File: src/rtl/tone_sequencer.sv
// Score-driven note sequencer: walks {end, note, dur} words, paces each note by a
// programmable tempo tick, and drives note index, gate and note-on to the tone datapath.
module tone_sequencer #(
    parameter int unsigned NOTE_W  = 6,
    parameter int unsigned DUR_W   = 4,
    parameter int unsigned ADDR_W  = 5,
    parameter int unsigned TEMPO_W = 24
) (
    input  logic                      clk_i,
    input  logic                      rst,
    input  logic                      start_i,
    input  logic                      stop_i,
    input  logic                      loop_i,
    input  logic [TEMPO_W-1:0]        tempo_i,
    output logic [ADDR_W-1:0]         score_addr_o,
    input  logic [NOTE_W+DUR_W:0]     score_data_i,
    output logic [NOTE_W-1:0]         note_index_o,
    output logic                      gate_o,
    output logic                      note_on_o,
    output logic                      busy_o,
    output logic                      done_o
);

    typedef enum logic [1:0] {StIdle, StFetch, StPlay, StDone} state_e;

    state_e               r_state;
    logic [ADDR_W-1:0]    r_addr;
    logic [NOTE_W-1:0]    r_note;
    logic                 r_gate;
    logic                 r_note_on;
    logic                 r_busy;
    logic                 r_done;
    logic [DUR_W-1:0]     r_dur_cnt;
    logic [TEMPO_W-1:0]   r_tempo_cnt;
    logic [TEMPO_W-1:0]   r_tempo_period;

    logic                 w_end;
    logic [NOTE_W-1:0]    w_note;
    logic [DUR_W-1:0]     w_dur;
    logic [TEMPO_W-1:0]   w_tempo_m1;

    assign w_end  = score_data_i[NOTE_W+DUR_W];
    assign w_note = score_data_i[NOTE_W+DUR_W-1:DUR_W];
    assign w_dur  = score_data_i[DUR_W-1:0];
    // Period is stored as T-1; a tempo of 0 behaves like 1.
    assign w_tempo_m1 = (tempo_i == '0) ? '0 : tempo_i - TEMPO_W'(1);

    always_ff @(posedge clk_i or posedge rst) begin
        if (rst) begin
            r_state        <= StIdle;
            r_addr         <= '0;
            r_note         <= '0;
            r_gate         <= 1'b0;
            r_note_on      <= 1'b0;
            r_busy         <= 1'b0;
            r_done         <= 1'b0;
            r_dur_cnt      <= '0;
            r_tempo_cnt    <= '0;
            r_tempo_period <= '0;
        end else if (stop_i) begin
            r_state     <= StIdle;
            r_addr      <= '0;
            r_note      <= '0;
            r_gate      <= 1'b0;
            r_note_on   <= 1'b0;
            r_busy      <= 1'b0;
            r_done      <= 1'b0;
            r_dur_cnt   <= '0;
            r_tempo_cnt <= '0;
        end else begin
            case (r_state)
                StIdle: begin
                    r_addr <= '0;
                    r_gate <= 1'b0;
                    if (start_i) begin
                        r_state <= StFetch;
                        r_busy  <= 1'b1;
                    end
                end
                StFetch: begin
                    if (w_end) begin
                        // End at address 0 always finishes so an empty loop cannot hang.
                        if (r_addr != '0 && loop_i) begin
                            r_addr <= '0;
                        end else begin
                            r_state <= StDone;
                            r_done  <= 1'b1;
                            r_gate  <= 1'b0;
                            r_note  <= '0;
                            r_addr  <= '0;
                        end
                    end else begin
                        r_note         <= w_note;
                        r_gate         <= (w_note != '0);
                        r_note_on      <= (w_note != '0);
                        r_dur_cnt      <= w_dur;
                        r_tempo_cnt    <= w_tempo_m1;
                        r_tempo_period <= w_tempo_m1;
                        r_state        <= StPlay;
                    end
                end
                StPlay: begin
                    r_note_on <= 1'b0;
                    if (r_tempo_cnt == '0) begin
                        r_tempo_cnt <= r_tempo_period;
                        if (r_dur_cnt != '0) begin
                            r_dur_cnt <= r_dur_cnt - DUR_W'(1);
                        end else begin
                            r_addr  <= r_addr + ADDR_W'(1);
                            r_state <= StFetch;
                        end
                    end else begin
                        r_tempo_cnt <= r_tempo_cnt - TEMPO_W'(1);
                    end
                end
                StDone: begin
                    r_done  <= 1'b0;
                    r_busy  <= 1'b0;
                    r_state <= StIdle;
                end
                default: r_state <= StIdle;
            endcase
        end
    end

    assign score_addr_o = r_addr;
    assign note_index_o = r_note;
    assign gate_o       = r_gate;
    assign note_on_o    = r_note_on;
    assign busy_o       = r_busy;
    assign done_o       = r_done;

endmodule

File: config.mk
export PLATFORM = sky130hd
export DESIGN_NAME = tone_sequencer
export DESIGN_NICKNAME = d
export VERILOG_FILES = /design/src/rtl/tone_sequencer.sv
export SDC_FILE = /design/constraint.sdc
export NUM_CORES = 1
export LEC_CHECK = 0
export CAP_MARGIN = 15
export CORE_ASPECT_RATIO = 0.5
export CORE_MARGIN = 5
export CORE_UTILIZATION = 57
export DETAILED_ROUTE_END_ITERATION = 6
export GPL_TIMING_DRIVEN = 1
export PLACE_DENSITY_LB_ADDON = 0.05
export SLEW_MARGIN = 10
export SYNTH_ARGS = -nofsm -noshare
export SYNTH_HDL_FRONTEND = slang
export SYNTH_SLANG_ARGS = --single-unit
File: constraint.sdc
create_clock -name clk_i -period 5.5 [get_ports clk_i]
set_input_delay 0.55 -clock clk_i [delete_from_list [all_inputs] [get_ports clk_i]]
set_output_delay 0.55 -clock clk_i [all_outputs]
set_load 0.02 [all_outputs]
---- After elaboration in Yosys (flattened, before gate mapping) ----
Index checks and enable logic that the tools add are counted.
cells by class
  $add $sub $neg .......................... 4
  eq/ne operators ......................... 12
  multiplexer cells ....................... 40
  bitwise operators ....................... 2
  reduce and logical (&&, ||, !) cells .... 22
operators by type and width
  kind                                                                   number
  24-bit two-way mux                                                     4
  24-bit logical NOT                                                     2
  24-bit case mux with 2 select lines                                    1
  24-bit by 1-bit subtractor with 24-bit output (second input constant)  2
  6-bit two-way mux                                                      4
  3-bit != test (second input constant)                                  8
  5-bit two-way mux                                                      4
  4-bit two-way mux                                                      4
  5-bit case mux with 3 select lines                                     1
  2-bit two-way mux                                                      6
  4-bit AND reduction                                                    3
  3-bit nonzero test                                                     4
  1-bit two-way mux                                                      10
  1-bit case mux with 2 select lines                                     4
  2-bit case mux with 4 select lines                                     1
  4-bit case mux with 2 select lines                                     1
  2-bit AND reduction                                                    4
  4-bit nonzero test                                                     2
  3-bit AND reduction                                                    2
  6-bit nonzero test                                                     1
  5-bit by 1-bit adder with 5-bit output (second input constant)         1
  5-bit nonzero test                                                     1
  2-bit == test (second input constant)                                  2
  4-bit != test (second input constant)                                  1
  other kinds (6)                                                        7
word-level totals
  flip-flop bits (word level) ............. 69
  bits of input ports ..................... 40

---- Logic depth before layout (Yosys ltp) ----
Gate-level depths: netlist of the first run.
  depth after elaboration ................. 6
  depth in mapped cells ................... 10

---- Worst setup path after synthesis of the first run ----
Ideal clock, no wire load.
  kind .................................... input-to-reg
  start ................................... input tempo_i[20]
  end ..................................... register r_tempo_cnt[3]
  setup time .............................. 0.126 ns
  data arrival time ....................... 2.349 ns
  setup slack ............................. 3.025 ns
  stages on the path ...................... 6
  path buffers ............................ 1
  path through ............................ or4_4 -> or4b_4 -> o31ai_4 -> buf_6 -> nor2_2 -> a221o_1
between the ends
  longest elaborated chain between the ends .. 5
ends and longest elaborated chain
  what                                 RTL line  source
  from (decl)                          14        input logic [TEMPO_W-1:0] tempo_i,
  24-bit logical NOT                   46        assign w_tempo_m1 = (tempo_i == '0) ? '0 : tempo_i - TEMPO_W'(1);
  24-bit two-way mux                   46
  24-bit two-way mux                   81        if (w_end) begin
  24-bit case mux with 2 select lines  71        case (r_state)
  24-bit two-way mux                   60        end else if (stop_i) begin
  to (signal assigned)                 97        r_tempo_cnt <= w_tempo_m1;
  to (signal assigned)                 105       r_tempo_cnt <= r_tempo_period;
  to (signal assigned)                 113       r_tempo_cnt <= r_tempo_cnt - TEMPO_W'(1);
  to (decl)                            34        logic [TEMPO_W-1:0] r_tempo_cnt;
No other way between the ends. The select of a mux whose other input is x is not followed.
A chain may end at the register's enable or synchronous reset.

---- Final worst setup path of the first run ----
  start ................................... input tempo_i[10]
  end ..................................... register r_tempo_cnt[2]
The elaborated chain is that of the path after synthesis.

==> results of run 1 <==
==> power groups by stage <==
stage          Combinational, W  Sequential (W)  Clock (W)
2_1_floorplan          0.000713        0.000685          0
3_3_place_gp           0.000896        0.000704          0
3_5_place_dp           0.000908        0.000708          0
4_1_cts                0.000916        0.000700   0.000501
5_1_grt                 0.00102        0.000718   0.000527
6_report               0.000932        0.000704   0.000496
==> area by class of cell <==
class | instances | area [µm²]
flip-flops and latches | 69 | 1730
inverters | 19 | 71.3
multi-input cells | 355 | 2450
clock buffers | 11 | 233
repair buffers | 59 | 578
well taps | 96 | 120
clock inverters | 3 | 15.0
fillers | 582 | 2180
==> placed cells by master (no fill, tap or decap), drive strengths merged, types with 9 or more instances in the layout <==
cell and count:
dfrtp 69, clkdlybuf4s50 54, nand2 31, nor2 31, o21ai 22, a21oi 22, inv 19, a21o 19
nor3 18, nor4 17, a221o 14, o31ai 12, clkbuf 11, nand4 10, mux2 10, nand3 10
or4 10, xnor2 9, or3 9
==> stage by stage <==
stage	setup slack, ns	power [W]	cells	hold WS, ns	util [%]
floorplan	3.03	0.00140	466	0.442	-
global placement	1.73	0.00160	598	0.457	67.1
detailed placement	1.67	0.00162	598	0.463	67.1
CTS	1.99	0.00212	612	0.475	70.4
global route	1.70	0.00226	612	0.503	70.4
finish	1.94	0.00213	612	0.472	70.4
==> cells in the mapped netlist, drive strengths merged, types with 5 or more instances <==
| cell type | instances |
|---|---|
| a21o | 19 |
| a21oi | 22 |
| a221o | 14 |
| a22o | 6 |
| a31oi | 8 |
| and3 | 5 |
| buf | 7 |
| clkbuf | 16 |
| dfrtp | 69 |
| ha | 8 |
| inv | 19 |
| mux2 | 10 |
| nand2 | 31 |
| nand2b | 8 |
| nand3 | 10 |
| nand4 | 10 |
| nor2 | 31 |
| nor2b | 6 |
| nor3 | 18 |
| nor4 | 17 |
| o21ai | 22 |
| o221ai | 5 |
| o31a | 8 |
| o31ai | 12 |
| or3 | 9 |
| or4 | 10 |
| xnor2 | 9 |
| xor2 | 8 |
==> cell families after synthesis <==
group,Yosys count
AOI/OAI and AO/OA,144
xor gates and xnor gates,17
adders and majority gates,8
buffers and inverters,42
DFF,69
muxes,14
and+or+nand+nor,172
==> sequential cells by signal, summed over array words and instances, names as in the netlist <==
signal,flops
note_index_o,6
r_tempo_cnt,24
r_state,2
score_addr_o,5
r_dur_cnt,4
done_o,1
gate_o,1
busy_o,1
r_tempo_period,24
note_on_o,1
==> metal layers <==
layer	GRT usage, %	share of wire, %
met1	37.9	49
met2	35.4	41
met3	7.43	9.2
met4	5.70	0.90
met5	0	0
==> critical path, delay by kind of cell <==
kind | cells | cell delay [ns]
AOI/OAI and AO/OA | 2 | 1.49
buffers and inverters | 1 | 0.46
and+or+nand+nor | 3 | 1.26
==> worst max path at each step <==
stage | startpoint | endpoint | slack [ns]
2_1_floorplan | tempo_i[20] | r_tempo_cnt[3]$_DFFE_PP0P_ | 3.03
3_3_place_gp | tempo_i[10] | r_tempo_cnt[2]$_DFFE_PP0P_ | 1.73
3_5_place_dp | tempo_i[10] | r_tempo_cnt[2]$_DFFE_PP0P_ | 1.67
4_1_cts | tempo_i[10] | r_tempo_cnt[2]$_DFFE_PP0P_ | 1.99
5_1_grt | tempo_i[10] | r_tempo_cnt[2]$_DFFE_PP0P_ | 1.70
6_report | tempo_i[10] | r_tempo_cnt[2]$_DFFE_PP0P_ | 1.94
==> impl_metrics.tcl, run 1 <==
set metrics [dict create \
    outcome "finished clean" \
    worst_pin_slew_ns 1.17 \
    synth_seq_cells 69 \
    netSwitchingFraction_pct 38.8 \
    synthTopCellsByArea "dfrtp_1 40%, a221o_1 3.2%, a21o_1 3.1%, nand2_1 2.7%, mux2_2 2.6%" \
    synth-main-ff-cell "dfrtp_1" \
    fin_worst_skew_ns 0.00502 \
    grt_max_degree 51 \
    core_um2 7380 \
    hold_end "note_on_o$_DFFE_PP0P_" \
    min_path_type "flip-flop to flip-flop" \
    muxShareOfSynthArea_pct 3.51 \
    p_clk_share_pct 23.2 \
    avgViaCountPerCell 6.55 \
    synth-simple-area-share_pct 22.3 \
    leakage_nw 2.22 \
    drive_above_1_share_pct 10.5 \
    regToRegSetupSlack_ns 2.24 \
    r2r_cells 7 \
    drt-initial-drc-count 399 \
    cts_tree "done" \
    start_util_pct 58.9 \
    async_flop_share_pct 100 \
    regToRegStartpoint "r_tempo_cnt[0]$_DFFE_PP0P_" \
    max_freq_ghz 0.281 \
    antenna_cells 0 \
    avgSynthCellArea_um2 9.33 \
    post_cts_resized 0 \
    yosys.area.top_type "dfrtp_1" \
    finalNetCount 561 \
    power_density_nw_per_um2 410 \
    synth_compound_area_share_pct 24.6 \
    max_stage_delay_ns 1.16 \
    cts_buffers 9 \
    die_x_um 134 \
    ys_types 67 \
    placed_cell_area_um2 4950 \
    ant_nets 0 \
    drcViolationCount 0 \
    seq_area_frac_synth_pct 39.7 \
    maxSlewViolCount 0 \
    clk_path_buf_depth 2 \
    die_area_um2 9580 \
    min_from "note_on_o$_DFFE_PP0P_" \
    setup_tns_ns 0 \
    period_share_pct 64.7 \
    synthCells 466 \
    post-cts-setup-buffers 0 \
    dr.pass1.iters 5 \
    pwr-share-seq_pct 33.0 \
    maxSlewHeadroom_pct 21.9 \
    antenna_found_initial 0 \
    fin_crit_ns 3.56 \
    synth_top_family_by_area "compound AO/OA/AOI/OAI gates" \
    grt_use_total_pct 25.1 \
    synthAdderAreaFrac_pct 2.30 \
    crit_path_max_fanout 23 \
    synth_top_area_share_pct 39.7 \
    synth_xor_area_share_pct 3.42 \
    crit_required_ns 5.70 \
    crit_path_end_kind "flip-flop" \
    wl_um 11700 \
    grt_pass1_wl_um 19200 \
    grt_pass1_vias 3688 \
    gp_congestion 0.947 \
    crit_path_top_delay_cell "o31ai_4" \
    critPathArrivalTime_ns 3.76 \
    worstHoldPathCells 1 \
    port_buffers 54 \
    area_growth_pct 19.5 \
    finalHoldViolCount 0 \
    clk_latency_ns 0.33 \
    vias 4008 \
    synth_edf_count 0 \
    start_kind "primary input" \
    post-route-cell-area_um2 5200 \
    die_h_um 71.8 \
    syn_nets 514 \
    cts_htree_levels 3 \
    intPower_w 0.00130 \
    p_switching_w 0.000828 \
    rsz0062_at_grt "false" \
    drv_cap 0 \
    pin_count 55 \
    wl_per_cell_um 19.0 \
    path_class "primary input to flip-flop" \
    grt_overflow 0 \
    setup_violations 0 \
    hold_buffers 0 \
    yosys_warnings 0 \
    rows 22 \
    combPwrFrac_pct 43.7 \
    clk_pin_slew_ns 0.05 \
    cts.sinks 69 \
    synth.cell_area_um2 4350 \
    crit_chain "clkdlybuf4s50_1, nor4_1, nand4b_1, o31ai_4, nor2_1, a221o_1" \
    r2r_end "r_tempo_cnt[2]$_DFFE_PP0P_" \
    dpl.hpwl_um 8250 \
    clockRootBuffer "clkbuf_16" \
    peakVddDrop_mv 0.202 \
]
(Power assumes the default switching activity.)
==> run 2, diff against run 1 <==
- CORE_UTILIZATION: 57 -> 56
- clock period: 5.5 -> 3.4 ns (I/O delays scaled with it)
==> run 2 against run 1 <==
Total power increased by 74%. Critical path type is now flip-flop to flip-flop. Sequential share of layout area decreased by 0.93 points. Count of clock-buffer cells in the layout unchanged. Die area increased by 1.6%. Critical endpoint is now r_state[0]$_DFFE_PP0P_. Combinational power increased by 74%.
==> impl_metrics.tcl, run 2 (synthesis gave the netlist of run 1 again) <==
set metrics [dict create \
    crit_buf_inv 1 \
    ant_nets 0 \
    maxSlewHeadroom_pct 31.7 \
    grt_max_degree 29 \
    fillCellCount 570 \
    period_share_pct 81.5 \
    p_switching_w 0.00142 \
    wl_um 12300 \
    layout_setup_ws_ns 0.629 \
    rows 22 \
    crit_path_end_kind "flip-flop" \
    placed_cell_area_um2 5050 \
    avgViaCountPerCell 6.72 \
    power_density_nw_per_um2 695 \
    post_cts_resized 0 \
    gp_congestion 0.962 \
    die_h_um 72.3 \
    grt_pass1_wl_um 19900 \
    max_freq_ghz 0.361 \
    maxSlewViolCount 0 \
    start_util_pct 58.5 \
    min_path_type "primary input to async pin" \
    rsz0062_at_grt "false" \
    start_kind "flip-flop" \
    setup_tns_ns 0 \
    dr.pass1.iters 5 \
    finalNetCount 574 \
    combPwrFrac_pct 43.6 \
    dpl.hpwl_um 8760 \
    peakVddDrop_mv 0.330 \
    die_area_um2 9730 \
    final_common_cell "dfrtp_1" \
    drcViolationCount 0 \
    post-route-cell-area_um2 5350 \
    clk_pin_slew_ns 0.06 \
    grt_pass1_vias 3824 \
    drv_cap 0 \
    finalHoldViolCount 0 \
    setup_violations 0 \
    crit_path_max_fanout 10 \
    cts_htree_levels 3 \
    die_x_um 135 \
    pwr-share-seq_pct 30.8 \
    crit_path_top_delay_cell "or4_1" \
    antenna_cells 0 \
    antenna_found_initial 0 \
    wl_per_cell_um 19.7 \
    crit_chain "inv_1, ha_1, nor4b_1, nand3_1, or4_1, o22a_1, nor2_1" \
    leakage_nw 2.30 \
    critical-path-top-delay-family "simple AND/OR/NAND/NOR gates" \
    fin_worst_skew_ns 0.0101 \
    critPathArrivalTime_ns 3.04 \
    fin_hold_ws_ns 0.401 \
    worst_pin_slew_ns 1.02 \
    cts_buffers 9 \
    drt-initial-drc-count 474 \
    port_buffers 54 \
    utilization_pct 71.9 \
    area_growth_pct 23.0 \
    drive_above_1_share_pct 13.2 \
    max_stage_delay_ns 0.67 \
    grt_overflow 0 \
    post-cts-setup-buffers 0 \
    vias 4207 \
    pin_count 55 \
    netSwitchingFraction_pct 38.2 \
    clk_latency_ns 0.34 \
    cts.sinks 69 \
    grt_use_total_pct 25.9 \
    path_class "flip-flop to flip-flop" \
    final_cell_mix "69 x dfrtp_1, 54 x clkdlybuf4s50_1, 31 x nand2_1" \
    clockRootBuffer "clkbuf_16" \
    intPower_w 0.00230 \
    core_um2 7430 \
    place_ws_ns 0.530 \
    regToRegSetupSlack_ns 0.63 \
    fin_crit_ns 2.77 \
    crit_required_ns 3.67 \
    p_clk_share_pct 25.5 \
    clk_path_buf_depth 2 \
    hold_buffers 0 \
    cts_tree "done" \
    outcome "finished clean" \
]
[run 2: cell types whose count changed in the layout (fill, tap and decap cells not counted)]
cell,change
bufinv_16,+1
clkbuf_1,-2
clkinvlp_4,+1
buf_4,+13
clkinv_2,-1
clkbuf_8,+2
[run 2: power by group through the flow]
| stage | clock network, W | logic (W) | registers [W] |
|---|---|---|---|
| finish | 0.000949 | 0.00162 | 0.00115 |
| global route | 0.000991 | 0.00175 | 0.00116 |
| CTS | 0.000946 | 0.00159 | 0.00114 |
| detailed placement | 0 | 0.00158 | 0.00115 |
| global placement | 0 | 0.00154 | 0.00114 |
| floorplan | 0 | 0.00115 | 0.00111 |
[run 2: final timing paths]
| kind | startpoint | end | depth (start not counted) |
|---|---|---|---|
| setup / recovery | r_tempo_cnt[0]$_DFFE_PP0P_ | r_state[0]$_DFFE_PP0P_ | 7 |
| min in group clk_i | r_tempo_period[17]$_DFFE_PP0P_ | r_tempo_period[17]$_DFFE_PP0P_ | 2 |
| max in group asynchronous | rst | r_tempo_cnt[11]$_DFFE_PP0P_ | 3 |
| setup reg to reg | r_tempo_cnt[0]$_DFFE_PP0P_ | r_state[0]$_DFFE_PP0P_ | 7 |
| hold reg to reg | r_tempo_period[17]$_DFFE_PP0P_ | r_tempo_period[17]$_DFFE_PP0P_ | 2 |
| hold / removal | rst | r_tempo_period[13]$_DFFE_PP0P_ | 2 |
[run 2: worst register-to-register path: stages (launching register included)]
cell	delay, ns
dfrtp_1	0.44
inv_1	0.15
ha_1	0.15
nor4b_1	0.53
nand3_1	0.43
or4_1	0.67
o22a_1	0.23
nor2_1	0.10
[run 2: layout make-up]
class	instances	area (µm²)	area share, %
Sequential cell	69	1730	32.3
Clock buffer	11	253	4.73
Multi-Input combinational cell	355	2450	45.9
Tap cell	96	120	2.25
Inverter	19	71.3	1.33
Clock inverter	4	47.5	0.889
Timing Repair Buffer	72	676	12.6
[run 2: per-layer routing]
layer	global-route usage [%]	vias to the layer above	wire length, µm
li1	-	1911	-
met1	38.7	2042	5760
met2	37.9	232	5070
met3	7.55	22	1370
met4	4.74	0	136
met5	0	-	0
[run 2: stage by stage]
stage	power, W	instances
finish	0.00372	626
global route	0.00390	626
CTS	0.00367	626
detailed placement	0.00272	611
global placement	0.00268	611
floorplan	0.00226	466
==> run 3, diff against run 2 <==
- CORE_UTILIZATION: 56 -> 51
- clock period: 3.4 -> 2.3 ns (I/O delays scaled with it)
==> run 3 against run 2 <==
Register-to-register slack got worse by 0.56 ns. Die area rose by 8.7%. Core utilization rose by 2.0 points. Non-clock buffer count rose by 66. Setup slack worse by 0.56 ns. Critical path type unchanged. Largest cell class unchanged.
==> impl_metrics.tcl, run 3 (synthesis gave the netlist of run 1 again) <==
set metrics [dict create \
    wl_per_cell_um 19.0 \
    ant_nets 0 \
    min_path_type "primary input to async pin" \
    start_util_pct 53.4 \
    cts_buffers 9 \
    drcViolationCount 0 \
    cts.sinks 69 \
    cts_htree_levels 3 \
    max_stage_delay_ns 0.60 \
    vias 4448 \
    final_cell_mix "78 x buf_4, 69 x dfrtp_1, 50 x clkdlybuf4s50_1" \
    crit_required_ns 2.54 \
    finalNetCount 640 \
    grt_use_total_pct 25.3 \
    finalHoldViolCount 0 \
    layout_setup_ws_ns 0.0713 \
    place_ws_ns -0.323 \
    crit_path_max_fanout 4 \
    crit_buf_inv 1 \
    critPathArrivalTime_ns 2.47 \
    dr.pass1.iters 5 \
    p_clk_share_pct 23.7 \
    clockRootBuffer "clkbuf_16" \
    post-route-cell-area_um2 6020 \
    grt_pass1_vias 4270 \
    period_share_pct 96.9 \
    p_switching_w 0.00226 \
    maxSlewViolCount 0 \
    maxSlewHeadroom_pct 51.2 \
    power_density_nw_per_um2 979 \
    fin_crit_ns 2.23 \
    fin_hold_ws_ns 0.224 \
    final_common_cell "buf_4" \
    peakVddDrop_mv 0.590 \
    start_kind "flip-flop" \
    intPower_w 0.00364 \
    die_area_um2 10600 \
    placed_cell_area_um2 5600 \
    max_freq_ghz 0.449 \
    clk_latency_ns 0.34 \
    die_h_um 75.3 \
    fin_worst_skew_ns 0.00955 \
    crit_chain "buf_4, or4_1, nor2_1, o21ai_0, a211o_1, o211ai_1" \
    gp_congestion 0.937 \
    clk_pin_slew_ns 0.06 \
    leakage_nw 2.72 \
    clk_path_buf_depth 2 \
    drt-initial-drc-count 456 \
    antenna_cells 0 \
    setup_violations 0 \
    setup_tns_ns 0 \
    crit_path_top_delay_cell "or4_1" \
    pwr-share-seq_pct 28.8 \
    pin_count 55 \
    grt_overflow 0 \
    worst_pin_slew_ns 0.724 \
    grt_max_degree 34 \
    drv_cap 0 \
    critical-path-top-delay-family "simple AND/OR/NAND/NOR gates" \
    die_x_um 141 \
    netSwitchingFraction_pct 38.3 \
    port_buffers 54 \
    dpl.hpwl_um 9570 \
    avgViaCountPerCell 6.27 \
    crit_path_end_kind "flip-flop" \
    outcome "finished clean" \
    cts_tree "done" \
    path_class "flip-flop to flip-flop" \
    area_growth_pct 38.5 \
    core_um2 8140 \
    grt_pass1_wl_um 21100 \
    drive_above_1_share_pct 24.5 \
    rows 23 \
    antenna_found_initial 0 \
    combPwrFrac_pct 47.5 \
    wl_um 13500 \
    finalPower_w 0.00589 \
]
run 3: changes by cell type in the layout (fill, tap and decap cells not counted), moves of 3 or more:
cell / before / now
buf_12: 0 / 4
buf_4: 18 / 78
dlymetal6s2s_1: 0 / 4
clkinv_4: 0 / 3
clkdlybuf4s50_1: 54 / 50
nor4_1: 16 / 13
run 3: layout make-up:
cell class / instances / area (µm²)
Multi-Input combinational cell: 355 / 2520
Clock buffer: 9 / 225
Inverter: 19 / 71.3
Fill cell: 626 / 2120
Sequential cell: 69 / 1730
Clock inverter: 7 / 75.1
Timing Repair Buffer: 138 / 1270
Tap cell: 112 / 140
run 3: layer usage:
layer / part of all wire [%] / global-route usage, %
met5: 0 / 0
met4: 1.2 / 7.09
met3: 11 / 7.77
met2: 44 / 40.9
met1: 44 / 33.7
run 3: through the flow:
| step | std cells | utilization, % |
|---|---|---|
| after detailed placement | 691 | 68.7 |
| after CTS | 707 | 72.5 |
| after global placement | 691 | 68.7 |
| final | 709 | 73.9 |
| after floorplan | 466 | - |
| after global routing | 709 | 73.9 |
run 3: worst paths after layout:
kind	from	to	slack, ns	cells past startpoint
worst max-delay path	r_tempo_cnt[0]$_DFFE_PP0P_	r_tempo_cnt[17]$_DFFE_PP0P_	0.07	6
worst min register to register	r_tempo_period[9]$_DFFE_PP0P_	r_tempo_period[9]$_DFFE_PP0P_	0.48	1
worst min-delay path	rst	r_tempo_period[2]$_DFFE_PP0P_	0.22	2
max in group asynchronous	rst	note_index_o[5]$_DFFE_PP0P_	1.47	3
worst max register to register	r_tempo_cnt[0]$_DFFE_PP0P_	r_tempo_cnt[17]$_DFFE_PP0P_	0.07	6
min in group clk_i	r_tempo_period[9]$_DFFE_PP0P_	r_tempo_period[9]$_DFFE_PP0P_	0.48	1
run 3: repair_timing:
action / in CTS / in global routing
setup buffers: 0 / 0
cloned: 0 / 2
endpoints found under the setup margin: 10 / 24
hold buffers: 0 / 0
gates resized for setup: 1 / 16
run 3: power groups by stage:
stage               registers [W]  clock network (W)  logic, W
floorplan                 0.00164                  0   0.00170
global placement          0.00167                  0   0.00260
CTS                       0.00167            0.00141   0.00267
finish                    0.00170            0.00140   0.00280
detailed placement        0.00168                  0   0.00263
global route              0.00173            0.00146   0.00303
